## src/rtl/pc_sequencer_if.sv

```systemverilog
// rtl/pc_sequencer_if.sv - control inputs and fetch-address outputs of the program-counter stage
interface pc_sequencer_if #(
    parameter int XLEN  = 32,
    parameter int CNT_W = 16
);
    logic             start_i;
    logic             PCWrite_i;
    logic             exc_i;
    logic             branch_i;
    logic [XLEN-1:0]  branch_target_i;
    logic             jump_i;
    logic [XLEN-1:0]  jump_target_i;
    logic             call_i;
    logic             ret_i;
    logic [XLEN-1:0]  pc_o;
    logic             valid_o;
    logic             redirect_o;
    logic [CNT_W-1:0] redirect_cnt_o;
    logic             ras_underflow_o;

    modport master (
        output start_i, PCWrite_i, exc_i, branch_i, branch_target_i,
               jump_i, jump_target_i, call_i, ret_i,
        input  pc_o, valid_o, redirect_o, redirect_cnt_o, ras_underflow_o
    );

    modport slave (
        input  start_i, PCWrite_i, exc_i, branch_i, branch_target_i,
               jump_i, jump_target_i, call_i, ret_i,
        output pc_o, valid_o, redirect_o, redirect_cnt_o, ras_underflow_o
    );
endinterface

```

## src/rtl/pc_sequencer.sv

```systemverilog
// rtl/pc_sequencer.sv - IF-stage program counter with priority redirect and optional return stack
// Optional return-address stack enabled by defining PC_RAS_EN.
module pc_sequencer #(
    parameter int              XLEN      = 32,
    parameter logic [XLEN-1:0] RESET_VEC = '0,
    parameter logic [XLEN-1:0] EXC_VEC   = 'h100,
    parameter int              STEP      = 4,
    parameter int              CNT_W     = 16,
    parameter int              RAS_DEPTH = 4
) (
    input  logic         clk_i,
    input  logic         rst_i,
    pc_sequencer_if.slave bus
);
    typedef enum logic {IDLE, RUN} state_t;

    state_t           state;
    logic [XLEN-1:0]  pc_q;
    logic [XLEN-1:0]  pc_next;
    logic [XLEN-1:0]  pc_seq;
    logic             redirect_q;
    logic             redirect_next;
    logic             underflow_q;
    logic             underflow_next;
    logic [CNT_W-1:0] cnt_q;
    logic             run_cyc;

    assign pc_seq  = pc_q + XLEN'(STEP);
    // Dropping start_i takes effect in the same cycle, so redirects are ignored then too.
    assign run_cyc = (state == RUN) && bus.start_i;

`ifdef PC_RAS_EN
    localparam int PW = (RAS_DEPTH > 1) ? $clog2(RAS_DEPTH) : 1;

    logic [XLEN-1:0] ras_mem [RAS_DEPTH];
    logic [PW-1:0]   ras_ptr;
    logic [PW:0]     ras_cnt;
    logic            push;
    logic            pop;
    logic [XLEN-1:0] ras_top;

    // ras_ptr points at the next free slot; wrapping overwrites the oldest entry.
    assign ras_top = ras_mem[ras_ptr - PW'(1)];

    always_ff @(posedge clk_i) begin
        if (push) begin
            ras_mem[ras_ptr] <= pc_seq;
        end
    end

    always_ff @(posedge clk_i or negedge rst_i) begin
        if (!rst_i) begin
            ras_ptr <= '0;
            ras_cnt <= '0;
        end else if (push) begin
            ras_ptr <= ras_ptr + PW'(1);
            if (ras_cnt != (PW+1)'(RAS_DEPTH)) begin
                ras_cnt <= ras_cnt + (PW+1)'(1);
            end
        end else if (pop) begin
            ras_ptr <= ras_ptr - PW'(1);
            ras_cnt <= ras_cnt - (PW+1)'(1);
        end
    end
`else
    logic unused_call;
    assign unused_call = bus.call_i;
`endif

    always_comb begin
        pc_next        = pc_q;
        redirect_next  = 1'b0;
        underflow_next = 1'b0;
`ifdef PC_RAS_EN
        push           = 1'b0;
        pop            = 1'b0;
`endif
        if (run_cyc) begin
            if (bus.exc_i) begin
                pc_next       = EXC_VEC;
                redirect_next = 1'b1;
            end else if (bus.branch_i) begin
                pc_next       = bus.branch_target_i;
                redirect_next = 1'b1;
            end else if (bus.jump_i && bus.PCWrite_i) begin
                pc_next       = bus.jump_target_i;
                redirect_next = 1'b1;
`ifdef PC_RAS_EN
                push          = bus.call_i;
`endif
            end else if (bus.ret_i && bus.PCWrite_i) begin
`ifdef PC_RAS_EN
                if (ras_cnt != '0) begin
                    pc_next       = ras_top;
                    redirect_next = 1'b1;
                    pop           = 1'b1;
                end else begin
                    pc_next        = pc_seq;
                    underflow_next = 1'b1;
                end
`else
                pc_next = pc_seq;
`endif
            end else if (bus.PCWrite_i) begin
                pc_next = pc_seq;
            end
        end
    end

    always_ff @(posedge clk_i or negedge rst_i) begin
        if (!rst_i) begin
            state       <= IDLE;
            pc_q        <= RESET_VEC;
            redirect_q  <= 1'b0;
            underflow_q <= 1'b0;
            cnt_q       <= '0;
        end else begin
            case (state)
                IDLE:    if (bus.start_i)  state <= RUN;
                RUN:     if (!bus.start_i) state <= IDLE;
                default: state <= IDLE;
            endcase
            pc_q        <= pc_next;
            redirect_q  <= redirect_next;
            underflow_q <= underflow_next;
            if (redirect_next && (cnt_q != '1)) begin
                cnt_q <= cnt_q + CNT_W'(1);
            end
        end
    end

    assign bus.pc_o            = pc_q;
    assign bus.valid_o         = (state == RUN);
    assign bus.redirect_o      = redirect_q;
    assign bus.redirect_cnt_o  = cnt_q;
    assign bus.ras_underflow_o = underflow_q;
endmodule

```

## src/flat_wrapper.sv

```systemverilog
// flat-port wrapper written by rule: the top's interface ports become plain ports
module pc_sequencer_flat 
#(
    parameter int              XLEN      = 32,
    parameter logic [XLEN-1:0] RESET_VEC = '0,
    parameter logic [XLEN-1:0] EXC_VEC   = 'h100,
    parameter int              STEP      = 4,
    parameter int              CNT_W     = 16,
    parameter int              RAS_DEPTH = 4
)
  (clk_i, rst_i, bus_start_i, bus_PCWrite_i, bus_exc_i, bus_branch_i, bus_branch_target_i, bus_jump_i, bus_jump_target_i, bus_call_i, bus_ret_i, bus_pc_o, bus_valid_o, bus_redirect_o, bus_redirect_cnt_o, bus_ras_underflow_o);
  pc_sequencer_if #(.XLEN(XLEN), .CNT_W(CNT_W)) bus_i ();
  input  logic clk_i;
  input  logic rst_i;
  input wire logic [$bits(bus_i.start_i)-1:0] bus_start_i;
  input wire logic [$bits(bus_i.PCWrite_i)-1:0] bus_PCWrite_i;
  input wire logic [$bits(bus_i.exc_i)-1:0] bus_exc_i;
  input wire logic [$bits(bus_i.branch_i)-1:0] bus_branch_i;
  input wire logic [$bits(bus_i.branch_target_i)-1:0] bus_branch_target_i;
  input wire logic [$bits(bus_i.jump_i)-1:0] bus_jump_i;
  input wire logic [$bits(bus_i.jump_target_i)-1:0] bus_jump_target_i;
  input wire logic [$bits(bus_i.call_i)-1:0] bus_call_i;
  input wire logic [$bits(bus_i.ret_i)-1:0] bus_ret_i;
  output wire logic [$bits(bus_i.pc_o)-1:0] bus_pc_o;
  output wire logic [$bits(bus_i.valid_o)-1:0] bus_valid_o;
  output wire logic [$bits(bus_i.redirect_o)-1:0] bus_redirect_o;
  output wire logic [$bits(bus_i.redirect_cnt_o)-1:0] bus_redirect_cnt_o;
  output wire logic [$bits(bus_i.ras_underflow_o)-1:0] bus_ras_underflow_o;
  assign bus_i.start_i = bus_start_i;
  assign bus_i.PCWrite_i = bus_PCWrite_i;
  assign bus_i.exc_i = bus_exc_i;
  assign bus_i.branch_i = bus_branch_i;
  assign bus_i.branch_target_i = bus_branch_target_i;
  assign bus_i.jump_i = bus_jump_i;
  assign bus_i.jump_target_i = bus_jump_target_i;
  assign bus_i.call_i = bus_call_i;
  assign bus_i.ret_i = bus_ret_i;
  assign bus_pc_o = bus_i.pc_o;
  assign bus_valid_o = bus_i.valid_o;
  assign bus_redirect_o = bus_i.redirect_o;
  assign bus_redirect_cnt_o = bus_i.redirect_cnt_o;
  assign bus_ras_underflow_o = bus_i.ras_underflow_o;
  pc_sequencer #(.XLEN(XLEN), .RESET_VEC(RESET_VEC), .EXC_VEC(EXC_VEC), .STEP(STEP), .CNT_W(CNT_W), .RAS_DEPTH(RAS_DEPTH)) u_core (.clk_i(clk_i), .rst_i(rst_i), .bus(bus_i));
endmodule
```

## config.mk

```make
export PLATFORM = sky130hd
export DESIGN_NAME = pc_sequencer_flat
export DESIGN_NICKNAME = d
export VERILOG_FILES = /design/src/rtl/pc_sequencer_if.sv /design/src/rtl/pc_sequencer.sv /design/src/flat_wrapper.sv
export SDC_FILE = /design/constraint.sdc
export NUM_CORES = 1
export LEC_CHECK = 0
export CORE_MARGIN = 2
export CORE_UTILIZATION = 35
export DETAILED_ROUTE_END_ITERATION = 16
export DONT_BUFFER_PORTS = 1
export GPL_TIMING_DRIVEN = 0
export PLACE_DENSITY = 0.45
export REMOVE_ABC_BUFFERS = 1
export SYNTH_ARGS = -nofsm -noshare
export SYNTH_HDL_FRONTEND = slang
export SYNTH_SLANG_ARGS = --single-unit
```

## constraint.sdc

```tcl
create_clock -name clk_i -period 2.4 [get_ports clk_i]
set_input_delay 0.48 -clock clk_i [delete_from_list [all_inputs] [get_ports clk_i]]
set_output_delay 0.48 -clock clk_i [all_outputs]
set_load 0.03 [all_outputs]
```

Word level (Yosys, flattened, before mapping)
Index checks and enable logic that the tools add are counted.
Operators by class
  reductions and logical operators: 6
  magnitude comparators: 0
  multipliers: 0
  bitwise gates (word level): 0
  $add $sub $neg: 2
  eq/ne operators: 1
  mux-type cells: 10
  shift operators: 0
  divide/modulo/power cells: 0
Operators with widths (number)
  32-bit 2-to-1 mux: 5
  32-bit by 3-bit adder with 32-bit output (second input constant): 1
  16-bit by 1-bit adder with 16-bit output (second input constant): 1
  16-bit inequality test (second input constant): 1
  1-bit 2-to-1 mux: 5
  5-bit nonzero test: 1
  1-bit logical AND: 4
  2-bit AND reduction: 1
Word-level totals
  ROM bits: 0
  word-level logic and storage cells: 23
  memories kept: 0
  bits in registers: 50
  bits in writable memories: 0
  output and inout bits: 51
  latch bits: 0
  bits of input ports: 73

Depth between registers and ports, before layout
Gate-level depths: netlist (run 1).
  depth in word-level cells: 6
  gate-level depth with buffers: 8
  mapped depth without buffers: 6

Worst setup path before layout (run 1)
No wires, ideal clock.
  kind: reg-to-reg
  start: reg u_core.pc_q[2] (netlist: u_core.bus.pc_o[2])
  end: reg u_core.pc_q[30] (netlist: u_core.bus.pc_o[30])
  required time: 2.331 ns
  setup slack: 0.355 ns
  stages on the path, launching flop included: 7
  library setup time: 0.069 ns
  data arrival time: 1.976 ns
  cells stage by stage: dfrtp_1 -> ha_1 -> nand4_1 -> nor3_4 -> nand4_2 -> or4_1 -> nand3_1
On the way
  cells in the longest elaborated chain, start to end: 6
Ends and longest elaborated chain
  from (decl): line pc_sequencer.sv:18  | logic [XLEN-1:0] pc_q;
  from (signal assigned): line pc_sequencer.sv:123  | pc_q <= pc_next;
  32-bit by 3-bit adder with 32-bit output *: line pc_sequencer.sv:28  | assign pc_seq = pc_q + XLEN'(STEP);
  32-bit 2-to-1 mux: line pc_sequencer.sv:104  | end else if (bus.PCWrite_i) begin
  32-bit 2-to-1 mux *: line pc_sequencer.sv:91  | end else if (bus.ret_i && bus.PCWrite_i) begin
  32-bit 2-to-1 mux *: line pc_sequencer.sv:85  | end else if (bus.jump_i && bus.PCWrite_i) begin
  32-bit 2-to-1 mux *: line pc_sequencer.sv:82  | end else if (bus.branch_i) begin
  32-bit 2-to-1 mux *: line pc_sequencer.sv:79  | if (bus.exc_i) begin
Every way passes the cells marked *; elsewhere a longest branch is shown, timed or not. The select of a mux whose other input is x is not followed.
A chain may end at the register's enable or synchronous reset.

Final worst setup path (run 1)
  start: reg u_core.pc_q[4] (netlist: u_core.bus.pc_o[4])
  end: reg u_core.pc_q[27] (netlist: u_core.bus.pc_o[27])
Same word-level chain as after synthesis.

==> results of run 1 <==
==> final timing paths <==
path                                                     start                               to  slack [ps]  cells past startpoint
worst max-delay path            u_core.bus.pc_o[4]$_DFFE_PN0P_  u_core.bus.pc_o[27]$_DFFE_PN0P_         160                      6
worst min-delay path                                     rst_i  u_core.bus.pc_o[24]$_DFFE_PN0P_          -3                      1
worst max register to register  u_core.bus.pc_o[4]$_DFFE_PN0P_  u_core.bus.pc_o[27]$_DFFE_PN0P_         160                      6
worst min register to register  u_core.bus.pc_o[0]$_DFFE_PN0P_   u_core.bus.pc_o[0]$_DFFE_PN0P_         700                      2
max in group asynchronous                                rst_i   u_core.bus.pc_o[2]$_DFFE_PN0P_        2110                      1
min in group clk_i                                 bus_start_i     u_core.bus.valid_o$_DFF_PN0_         170                      0
==> cells in the final DEF (no fill, tap or decap), types with 9 or more instances in the layout <==
cell	instances
dfrtp_1	48
nand2_1	42
a21oi_1	33
nand3_1	30
o21ai_0	29
nor2_1	26
nor3_1	12
xnor2_1	12
nand4_1	10
inv_1	9
and3_1	9
a31oi_1	9
==> cell families after synthesis <==
| logic type | Yosys count | synth area share, % |
|---|---|---|
| XOR/XNOR | 19 | 4.99 |
| buffers and inverters | 31 | 4.09 |
| other | 1 | 0.112 |
| multiplexers | 5 | 1.54 |
| AO/OA/AOI/OAI | 126 | 25.2 |
| AND/OR/NAND/NOR | 160 | 25.8 |
| flip-flops | 50 | 37.5 |
| adder cells (fa/ha/maj) | 2 | 0.750 |
==> power by group <==
group          internal (mW)  total (mW)  switching [mW]  leakage, nW
Combinational          0.165       0.355           0.190        0.759
Clock                  0.311       0.640           0.329       0.0504
Sequential             0.952        1.39           0.442        0.648
==> stage by stage <==
stage | area (sq um) | setup slack, ps | hold slack [ps]
2_1_floorplan | 3230 | 128 | 184
3_3_place_gp | 3390 | -730 | 186
3_5_place_dp | 3420 | -445 | 186
4_1_cts | 3630 | 46.6 | 15.6
5_1_grt | 3650 | 9.12 | 12.1
6_report | 3650 | 161 | -2.96
==> metal layers <==
layer	up-vias	global-route usage (%)	part of all wire, %
met5	-	0	0
met4	0	3.43	0.50
met3	5	5.66	7.4
met2	95	35.6	47
met1	1480	28.9	45
li1	1459	-	-
==> worst reg2reg max path: stages, from the launching register on <==
cell	delay, ps
dfrtp_1	620
nand3_1	390
nor3_4	260
buf_4	180
nand3_1	100
o211a_1	230
or3_1	350
==> registers in the layout, indices dropped and copies added (netlist names) <==
signal                     cells
u_core.bus.redirect_cnt_o     16
u_core.bus.redirect_o          1
u_core.bus.valid_o             1
u_core.bus.pc_o               32
==> layout make-up <==
cell class | count | area (sq um) | area share [%]
Tap cell | 129 | 161 | 4.42
Multi-Input combinational cell | 313 | 1980 | 54.1
Clock inverter | 3 | 45.0 | 1.23
Timing Repair Buffer | 8 | 113 | 3.08
Sequential cell | 50 | 1250 | 34.3
Clock buffer | 5 | 68.8 | 1.88
Inverter | 9 | 33.8 | 0.925
==> timing repair <==
| action | in CTS | in global routing |
|---|---|---|
| pin swaps | 2 | 0 |
| cloned | 0 | 0 |
| hold endpoints to repair | 50 | 0 |
| endpoints found under the setup margin | 13 | 8 |
| hold buffers | 1 | 0 |
| gates resized for setup | 2 | 6 |
| buffers inserted | 6 | 0 |
==> flow_metrics.env, run 1 <==
export IMPL_outcome="complete, but fails checks"
export IMPL_violations="negative hold slack"
export IMPL_first_global_vias=3027
export IMPL_cts_buffer_depth=2
export IMPL_synth_top_area_share_pct=37.5
export IMPL_fin_cells=517
export IMPL_synth_seq_area_share_pct=37.5
export IMPL_skew_ps=15.5
export IMPL_yosysTopAreaCell="dfrtp_1"
export IMPL_numCtsBuffers=5
export IMPL_drv_slew=0
export IMPL_hold_viol_final=1
export IMPL_leakage_nw=1.46
export IMPL_crit_slowest_cell="dfrtp_1"
export IMPL_critical_path_arrival_ps=2430
export IMPL_yosysWarnings=0
export IMPL_start_util_pct=36.1
export IMPL_fp_dieArea_sq_um=10300
export IMPL_critPathBufInv=1
export IMPL_yosysMostFrequentCell="dfrtp_1"
export IMPL_overflow=0
export IMPL_hold_path_class="input pin to asynchronous set/reset pin"
export IMPL_drt_iter0_drc=110
export IMPL_pin_count=124
export IMPL_portBuffers=0
export IMPL_ys_seq_elements=50
export IMPL_area_growth_synth_to_final_pct=9.45
export IMPL_clkTransAtPathRegs_ps=120
export IMPL_drt_pass1_iterations=4
export IMPL_drc=0
export IMPL_grt_pass1_wl_um=17000
export IMPL_grt_total_usage_pct=21.6
export IMPL_synth_commonest_cells="dfrtp_1 (50), nand2_1 (42), a21oi_1 (33)"
export IMPL_setup_viol=0
export IMPL_nFillCells=998
export IMPL_critical_path_class="flop to flop"
export IMPL_crit_fanout=6
export IMPL_final_core_util_pct=39.5
export IMPL_cp_required_ps=2600
export IMPL_num_rows=35
export IMPL_fin_crit_ps=2240
export IMPL_slowest_delay_ps=620
export IMPL_die_w_um=102
export IMPL_synthTopCellsByArea="dfrtp_1 (38%), a21oi_1 (5.0%), nand2_1 (4.7%)"
export IMPL_via_per_inst=5.88
export IMPL_holdWs_ps=-2.96
export IMPL_wl_um=10900
export IMPL_max_freq_ghz=0.447
export IMPL_clk_latency_ps=320
export IMPL_max_vdd_ir_drop_v=0.000545
export IMPL_end_kind="flop"
export IMPL_p_per_area_nw_per_um2=654
export IMPL_vias=3039
export IMPL_coreArea_sq_um=9240
export IMPL_avgSynthCellArea_sq_um=8.47
export IMPL_cp_start_kind="flop"
export IMPL_dp_cells=502
export IMPL_critPathTopFamily="simple AND/OR/NAND/NOR gates"
export IMPL_cts_htree_levels=2
export IMPL_fin_setup_tns_ps=0
export IMPL_root_buffer="clkbuf_8"
export IMPL_drive_above_1_share_pct=9.02
export IMPL_netlist_area_sq_um=3340
export IMPL_antenna_cells=0
export IMPL_ant_nets=0
export IMPL_async_reset_ff_share_pct=100
export IMPL_gp_congestion=0.768
export IMPL_hpwlAfterDp_um=7590
export IMPL_power_mw=2.39
export IMPL_tightest_slew_ps=1390
export IMPL_cts_tree="built"
export IMPL_synthCells=394
export IMPL_rsz0062_at_grt="false"
export IMPL_path_cells="nand3_1 -> nor3_4 -> buf_4 -> nand3_1 -> o211a_1 -> or3_1"
export IMPL_post_route_period_util_pct=93.3
export IMPL_fp_dieH_um=102
export IMPL_grt_max_degree=51
export IMPL_fin_nets=462
export IMPL_slew_limit_headroom_pct=7.11
export IMPL_wire_per_inst_um=21.2
export IMPL_drv_cap=0
export IMPL_synth_edf_count=0
export IMPL_cp_common_cell="nand3_1"
export IMPL_cts_sinks=50
export IMPL_antenna_found_initial=0
export IMPL_synth_ff_type="dfrtp_1"
export IMPL_ys_types=69
Power figures use the tool's default switching activity.
==> inputs of run 2 (changes only) <==
--- a/config.mk
+++ b/config.mk
@@ -6,11 +6,11 @@
 export NUM_CORES = 1
 export LEC_CHECK = 0
 export CORE_MARGIN = 2
-export CORE_UTILIZATION = 35
+export CORE_UTILIZATION = 50
 export DETAILED_ROUTE_END_ITERATION = 16
 export DONT_BUFFER_PORTS = 1
 export GPL_TIMING_DRIVEN = 0
-export PLACE_DENSITY = 0.45
+export PLACE_DENSITY = 0.61
 export REMOVE_ABC_BUFFERS = 1
 export SYNTH_ARGS = -nofsm -noshare
 export SYNTH_HDL_FRONTEND = slang
==> flow_metrics.env, run 2 (synthesis gave the netlist of run 1 again) <==
export IMPL_outcome="finished clean"
export IMPL_leakage_nw=1.47
export IMPL_ant_nets=0
export IMPL_rsz0062_at_grt="false"
export IMPL_clk_latency_ps=310
export IMPL_switchingPower_mw=0.925
export IMPL_slowest_delay_ps=620
export IMPL_root_buffer="clkbuf_8"
export IMPL_design_area_sq_um=3590
export IMPL_final_cell_mix="dfrtp_1 (48), nand2_1 (42), a21oi_1 (33)"
export IMPL_power_frac_clock_pct=30.2
export IMPL_slew_limit_headroom_pct=15.2
export IMPL_numCtsBuffers=5
export IMPL_post_route_period_util_pct=93.2
export IMPL_reg2reg_slack_ps=160
export IMPL_hold_viol_final=0
export IMPL_place_ws_ps=-352
export IMPL_fin_crit_ps=2240
export IMPL_nFillCells=627
export IMPL_cp_start_kind="flop"
export IMPL_fp_dieArea_sq_um=7340
export IMPL_power_mw=2.49
export IMPL_hold_path_class="input pin to asynchronous set/reset pin"
export IMPL_cts_htree_levels=2
export IMPL_placed_area_sq_um=3360
export IMPL_p_per_area_nw_per_um2=693
export IMPL_p_seq_share_pct=55.8
export IMPL_first_global_vias=2889
export IMPL_setup_viol=0
export IMPL_cp_common_cell="nand3_1"
export IMPL_fin_cells=465
export IMPL_crit_slowest_cell="dfrtp_1"
export IMPL_fin_setup_tns_ps=0
export IMPL_cts_buffer_depth=2
export IMPL_finalWorstSetupSlack_ps=164
export IMPL_antenna_found_initial=0
export IMPL_end_kind="flop"
export IMPL_via_per_inst=6.56
export IMPL_antenna_cells=0
export IMPL_dp_cells=450
export IMPL_crit_fanout=6
export IMPL_fp_dieH_um=85.7
export IMPL_grt_max_degree=51
export IMPL_path_cells="nand3_1 -> nor3_4 -> buf_4 -> nand3_1 -> o211a_1 -> or3_1"
export IMPL_pin_count=124
export IMPL_layout_commonest_cell="dfrtp_1"
export IMPL_p_sw_share_pct=37.2
export IMPL_skew_ps=8.15
export IMPL_wire_per_inst_um=20.8
export IMPL_num_rows=29
export IMPL_cts_tree="built"
export IMPL_portBuffers=0
export IMPL_cts_sinks=50
export IMPL_area_growth_synth_to_final_pct=7.61
export IMPL_critical_path_arrival_ps=2440
export IMPL_drt_pass1_iterations=4
export IMPL_p_comb_share_pct=14.0
export IMPL_max_vdd_ir_drop_v=0.000382
export IMPL_holdWs_ps=0.319
export IMPL_drc=0
export IMPL_drt_iter0_drc=176
export IMPL_start_util_pct=52.2
export IMPL_final_core_util_pct=56.2
export IMPL_fin_nets=462
export IMPL_coreArea_sq_um=6390
export IMPL_grt_total_usage_pct=26.3
export IMPL_critical_path_class="flop to flop"
export IMPL_wl_um=9670
export IMPL_drv_slew=0
export IMPL_cp_required_ps=2600
export IMPL_clkTransAtPathRegs_ps=100
export IMPL_internal_power_mw=1.56
export IMPL_drv_cap=0
export IMPL_largest_reg_flops=32
export IMPL_max_freq_ghz=0.447
export IMPL_tightest_slew_ps=1270
export IMPL_overflow=0
export IMPL_drive_above_1_share_pct=9.02
export IMPL_grt_pass1_wl_um=15300
export IMPL_hpwlAfterDp_um=6670
export IMPL_die_w_um=85.7
export IMPL_vias=3052
export IMPL_gp_congestion=0.803
-- run 2: changes by cell type in the layout (fill, tap and decap cells not counted) --
cell / previous run / this run
a21oi_2: 0 / 1
a21oi_4: 1 / 0
bufinv_16: 1 / 2
buf_4: 5 / 6
clkbuf_8: 5 / 6
clkinvlp_4: 2 / 0
buf_12: 1 / 0
nor2_4: 1 / 0
nor2_2: 0 / 1
-- run 2: area by class of cell --
type / instances / area, sq um / area share (%)
clock inverters: 2 / 60.1 / 1.67
inverters: 9 / 33.8 / 0.941
flip-flops and latches: 50 / 1250 / 34.9
well taps: 77 / 96.3 / 2.68
multi-input cells: 313 / 1960 / 54.7
clock buffers: 6 / 82.6 / 2.30
repair buffers: 8 / 100 / 2.79
-- run 2: worst paths after layout --
| kind | from | end | depth (start not counted) |
|---|---|---|---|
| max in group asynchronous | rst_i | u_core.bus.pc_o[3]$_DFFE_PN0P_ | 1 |
| min reg2reg | u_core.bus.pc_o[3]$_DFFE_PN0P_ | u_core.bus.pc_o[3]$_DFFE_PN0P_ | 1 |
| max reg2reg | u_core.bus.pc_o[4]$_DFFE_PN0P_ | u_core.bus.pc_o[27]$_DFFE_PN0P_ | 6 |
| min | rst_i | u_core.bus.pc_o[25]$_DFFE_PN0P_ | 1 |
| min in group clk_i | bus_start_i | u_core.bus.valid_o$_DFF_PN0_ | 0 |
| max | u_core.bus.pc_o[4]$_DFFE_PN0P_ | u_core.bus.pc_o[27]$_DFFE_PN0P_ | 6 |
-- run 2: metal layers --
| metal | up-vias | track usage, % | wire (um) |
|---|---|---|---|
| met2 | 128 | 41.5 | 4480 |
| met4 | 0 | 6.49 | 112 |
| met3 | 11 | 7.89 | 969 |
| li1 | 1452 | - | - |
| met5 | - | 0 | 0 |
| met1 | 1461 | 35.7 | 4100 |
-- run 2: timing repair --
action,in CTS,in global routing
pin swaps,2,0
endpoints found under the setup margin,7,3
hold buffers,1,0
endpoints found under the hold margin,50,0
resized for setup,2,4
buffers inserted,6,0
-- run 2: worst max-delay path, delay by kind of cell (launching register included) --
kind                   cells  cell delay (ps)
AND/OR/NAND/NOR            4             1100
flip-flops                 1              620
AO/OA/AOI/OAI              1              230
buffers and inverters      1              170
-- run 2: power by group through the flow --
stage,Combinational (mW),Sequential [mW],Clock [mW]
global route,0.395,1.42,0.786
floorplan,0.263,1.35,0
global placement,0.310,1.40,0
detailed placement,0.327,1.41,0
CTS,0.351,1.39,0.762
finish,0.349,1.39,0.751
==> inputs of run 3 (changes only) <==
--- a/config.mk
+++ b/config.mk
@@ -6,11 +6,12 @@
 export NUM_CORES = 1
 export LEC_CHECK = 0
 export CORE_MARGIN = 2
-export CORE_UTILIZATION = 50
+export CORE_UTILIZATION = 56
 export DETAILED_ROUTE_END_ITERATION = 16
 export DONT_BUFFER_PORTS = 1
 export GPL_TIMING_DRIVEN = 0
-export PLACE_DENSITY = 0.61
+export PLACE_DENSITY = 0.67
+export RECOVER_POWER = 50
 export REMOVE_ABC_BUFFERS = 1
 export SYNTH_ARGS = -nofsm -noshare
 export SYNTH_HDL_FRONTEND = slang
==> flow_metrics.env, run 3 (synthesis gave the netlist of run 1 again) <==
export IMPL_reg2reg_slack_ps=90
export IMPL_num_rows=28
export IMPL_end_kind="flop"
export IMPL_fin_crit_ps=2310
export IMPL_cts_buffer_depth=2
export IMPL_critical_path_class="flop to flop"
export IMPL_outcome="finished clean"
export IMPL_r2r_start="u_core.bus.valid_o$_DFF_PN0_"
export IMPL_wire_per_inst_um=21.3
export IMPL_vias=3193
export IMPL_final_cell_mix="dfrtp_1 (48), nand2_1 (42), a21oi_1 (33)"
export IMPL_fp_dieH_um=81.2
export IMPL_drt_iter0_drc=272
export IMPL_min_to="u_core.bus.valid_o$_DFF_PN0_"
export IMPL_fp_dieArea_sq_um=6590
export IMPL_wl_um=9880
export IMPL_antenna_cells=0
export IMPL_hold_path_class="input pin to flop"
export IMPL_design_area_sq_um=3540
export IMPL_hpwlAfterDp_um=6380
export IMPL_slew_limit_headroom_pct=8.75
export IMPL_drt_pass1_iterations=7
export IMPL_crit_fanout=11
export IMPL_clk_latency_ps=310
export IMPL_placed_area_sq_um=3330
export IMPL_reg2regPathDepth=4
export IMPL_root_buffer="clkbuf_8"
export IMPL_grt_pass1_wl_um=15100
export IMPL_leakage_nw=1.45
export IMPL_cp_required_ps=2600
export IMPL_overflow=0
export IMPL_cp_start_kind="flop"
export IMPL_antenna_found_initial=0
export IMPL_cts_htree_levels=2
export IMPL_path_cells="nand2_1 -> o21bai_1 -> a21oi_2 -> mux2_2"
export IMPL_fin_nets=464
export IMPL_portBuffers=0
export IMPL_critical_path_arrival_ps=2510
export IMPL_slowest_delay_ps=720
export IMPL_drive_above_1_share_pct=9.00
export IMPL_hold_path_depth=0
export IMPL_nFillCells=523
export IMPL_die_w_um=81.2
export IMPL_hold_viol_final=0
export IMPL_p_per_area_nw_per_um2=661
export IMPL_start_util_pct=57.0
export IMPL_max_freq_ghz=0.433
export IMPL_grt_max_degree=51
export IMPL_power_mw=2.34
export IMPL_clkTransAtPathRegs_ps=100
export IMPL_crit_slowest_cell="dfrtp_1"
export IMPL_tightest_slew_ps=1370
export IMPL_fin_setup_tns_ps=0
export IMPL_largest_reg_flops=32
export IMPL_drv_slew=0
export IMPL_setup_viol=0
export IMPL_area_growth_synth_to_final_pct=6.08
export IMPL_rsz0062_at_grt="true"
export IMPL_via_per_inst=6.88
export IMPL_drv_cap=0
export IMPL_hp_start="bus_start_i"
export IMPL_coreArea_sq_um=5850
export IMPL_drc=0
export IMPL_cts_tree="built"
export IMPL_grt_total_usage_pct=30.3
export IMPL_post_route_period_util_pct=96.2
export IMPL_layout_commonest_cell="dfrtp_1"
export IMPL_timing_rr_end="u_core.bus.redirect_cnt_o[1]$_DFFE_PN0P_"
export IMPL_numCtsBuffers=5
export IMPL_pin_count=124
export IMPL_max_vdd_ir_drop_v=0.000534
export IMPL_critPathLaunch="u_core.bus.valid_o$_DFF_PN0_"
export IMPL_gp_congestion=0.843
export IMPL_ant_nets=0
export IMPL_skew_ps=11.5
export IMPL_first_global_vias=2933
export IMPL_cts_sinks=50
[run 3: changes by cell type in the layout (fill, tap and decap cells not counted), sizes merged]
cell and change:
o311ai +1, clkinv +1, bufinv -1
[run 3: routing by layer]
| layer | share of wire [%] | global-route usage [%] | up-vias |
|---|---|---|---|
| li1 | - | - | 1467 |
| met1 | 41 | 39.3 | 1537 |
| met2 | 46 | 46.8 | 170 |
| met3 | 10 | 10.1 | 19 |
| met4 | 2.0 | 12.0 | 0 |
| met5 | 0 | 0 | - |
[run 3: what timing repair did]
action,CTS,global route
cloned,1,0
pin swaps,3,0
hold buffers,1,0
setup endpoints to repair,9,11
buffers inserted,8,0
hold endpoints to repair,50,0
gates resized for setup,1,4
[run 3: where the power goes]
group	leakage (nW)	switching [mW]	internal (mW)
logic	0.747	0.188	0.157
registers	0.648	0.437	0.952
clock network	0.0542	0.299	0.307
total	1.45	0.923	1.42
[run 3: final cells by class]
type                    count  area [sq um]  area share, %
multi-input cells         314          1980           56.1
well taps                  75          93.8           2.65
clock buffers               5          68.8           1.94
repair buffers              9          65.1           1.84
inverters                   9          33.8          0.955
clock inverters             2          38.8           1.10
flip-flops and latches     50          1250           35.4
[run 3: metrics by stage]
step	hold slack (ps)	util, %	std cells	setup WS (ps)
final	188	60.5	464	91.4
after global routing	177	60.5	464	-36.8
after CTS	27.2	60.6	464	24.4
after detailed placement	186	56.9	447	-546
after global placement	186	56.9	447	-527
after floorplan	184	-	372	128
[run 3: how the worst max path moves through the flow]
stage,to,slack (ps)
finish,u_core.bus.redirect_cnt_o[1]$_DFFE_PN0P_,90
global route,u_core.bus.redirect_cnt_o[7]$_DFFE_PN0P_,-40
CTS,u_core.bus.pc_o[29]$_DFFE_PN0P_,20
detailed placement,u_core.bus.pc_o[29]$_DFFE_PN0P_,-550
global placement,u_core.bus.pc_o[29]$_DFFE_PN0P_,-530
floorplan,u_core.bus.pc_o[27]$_DFFE_PN0P_,130
[run 3: critical path, delay by kind of cell (launching register included)]
| kind | cells | cell delay (ps) |
|---|---|---|
| flip-flops | 1 | 720 |
| AO/OA/AOI/OAI | 2 | 920 |
| AND/OR/NAND/NOR | 1 | 170 |
| multiplexers | 1 | 390 |
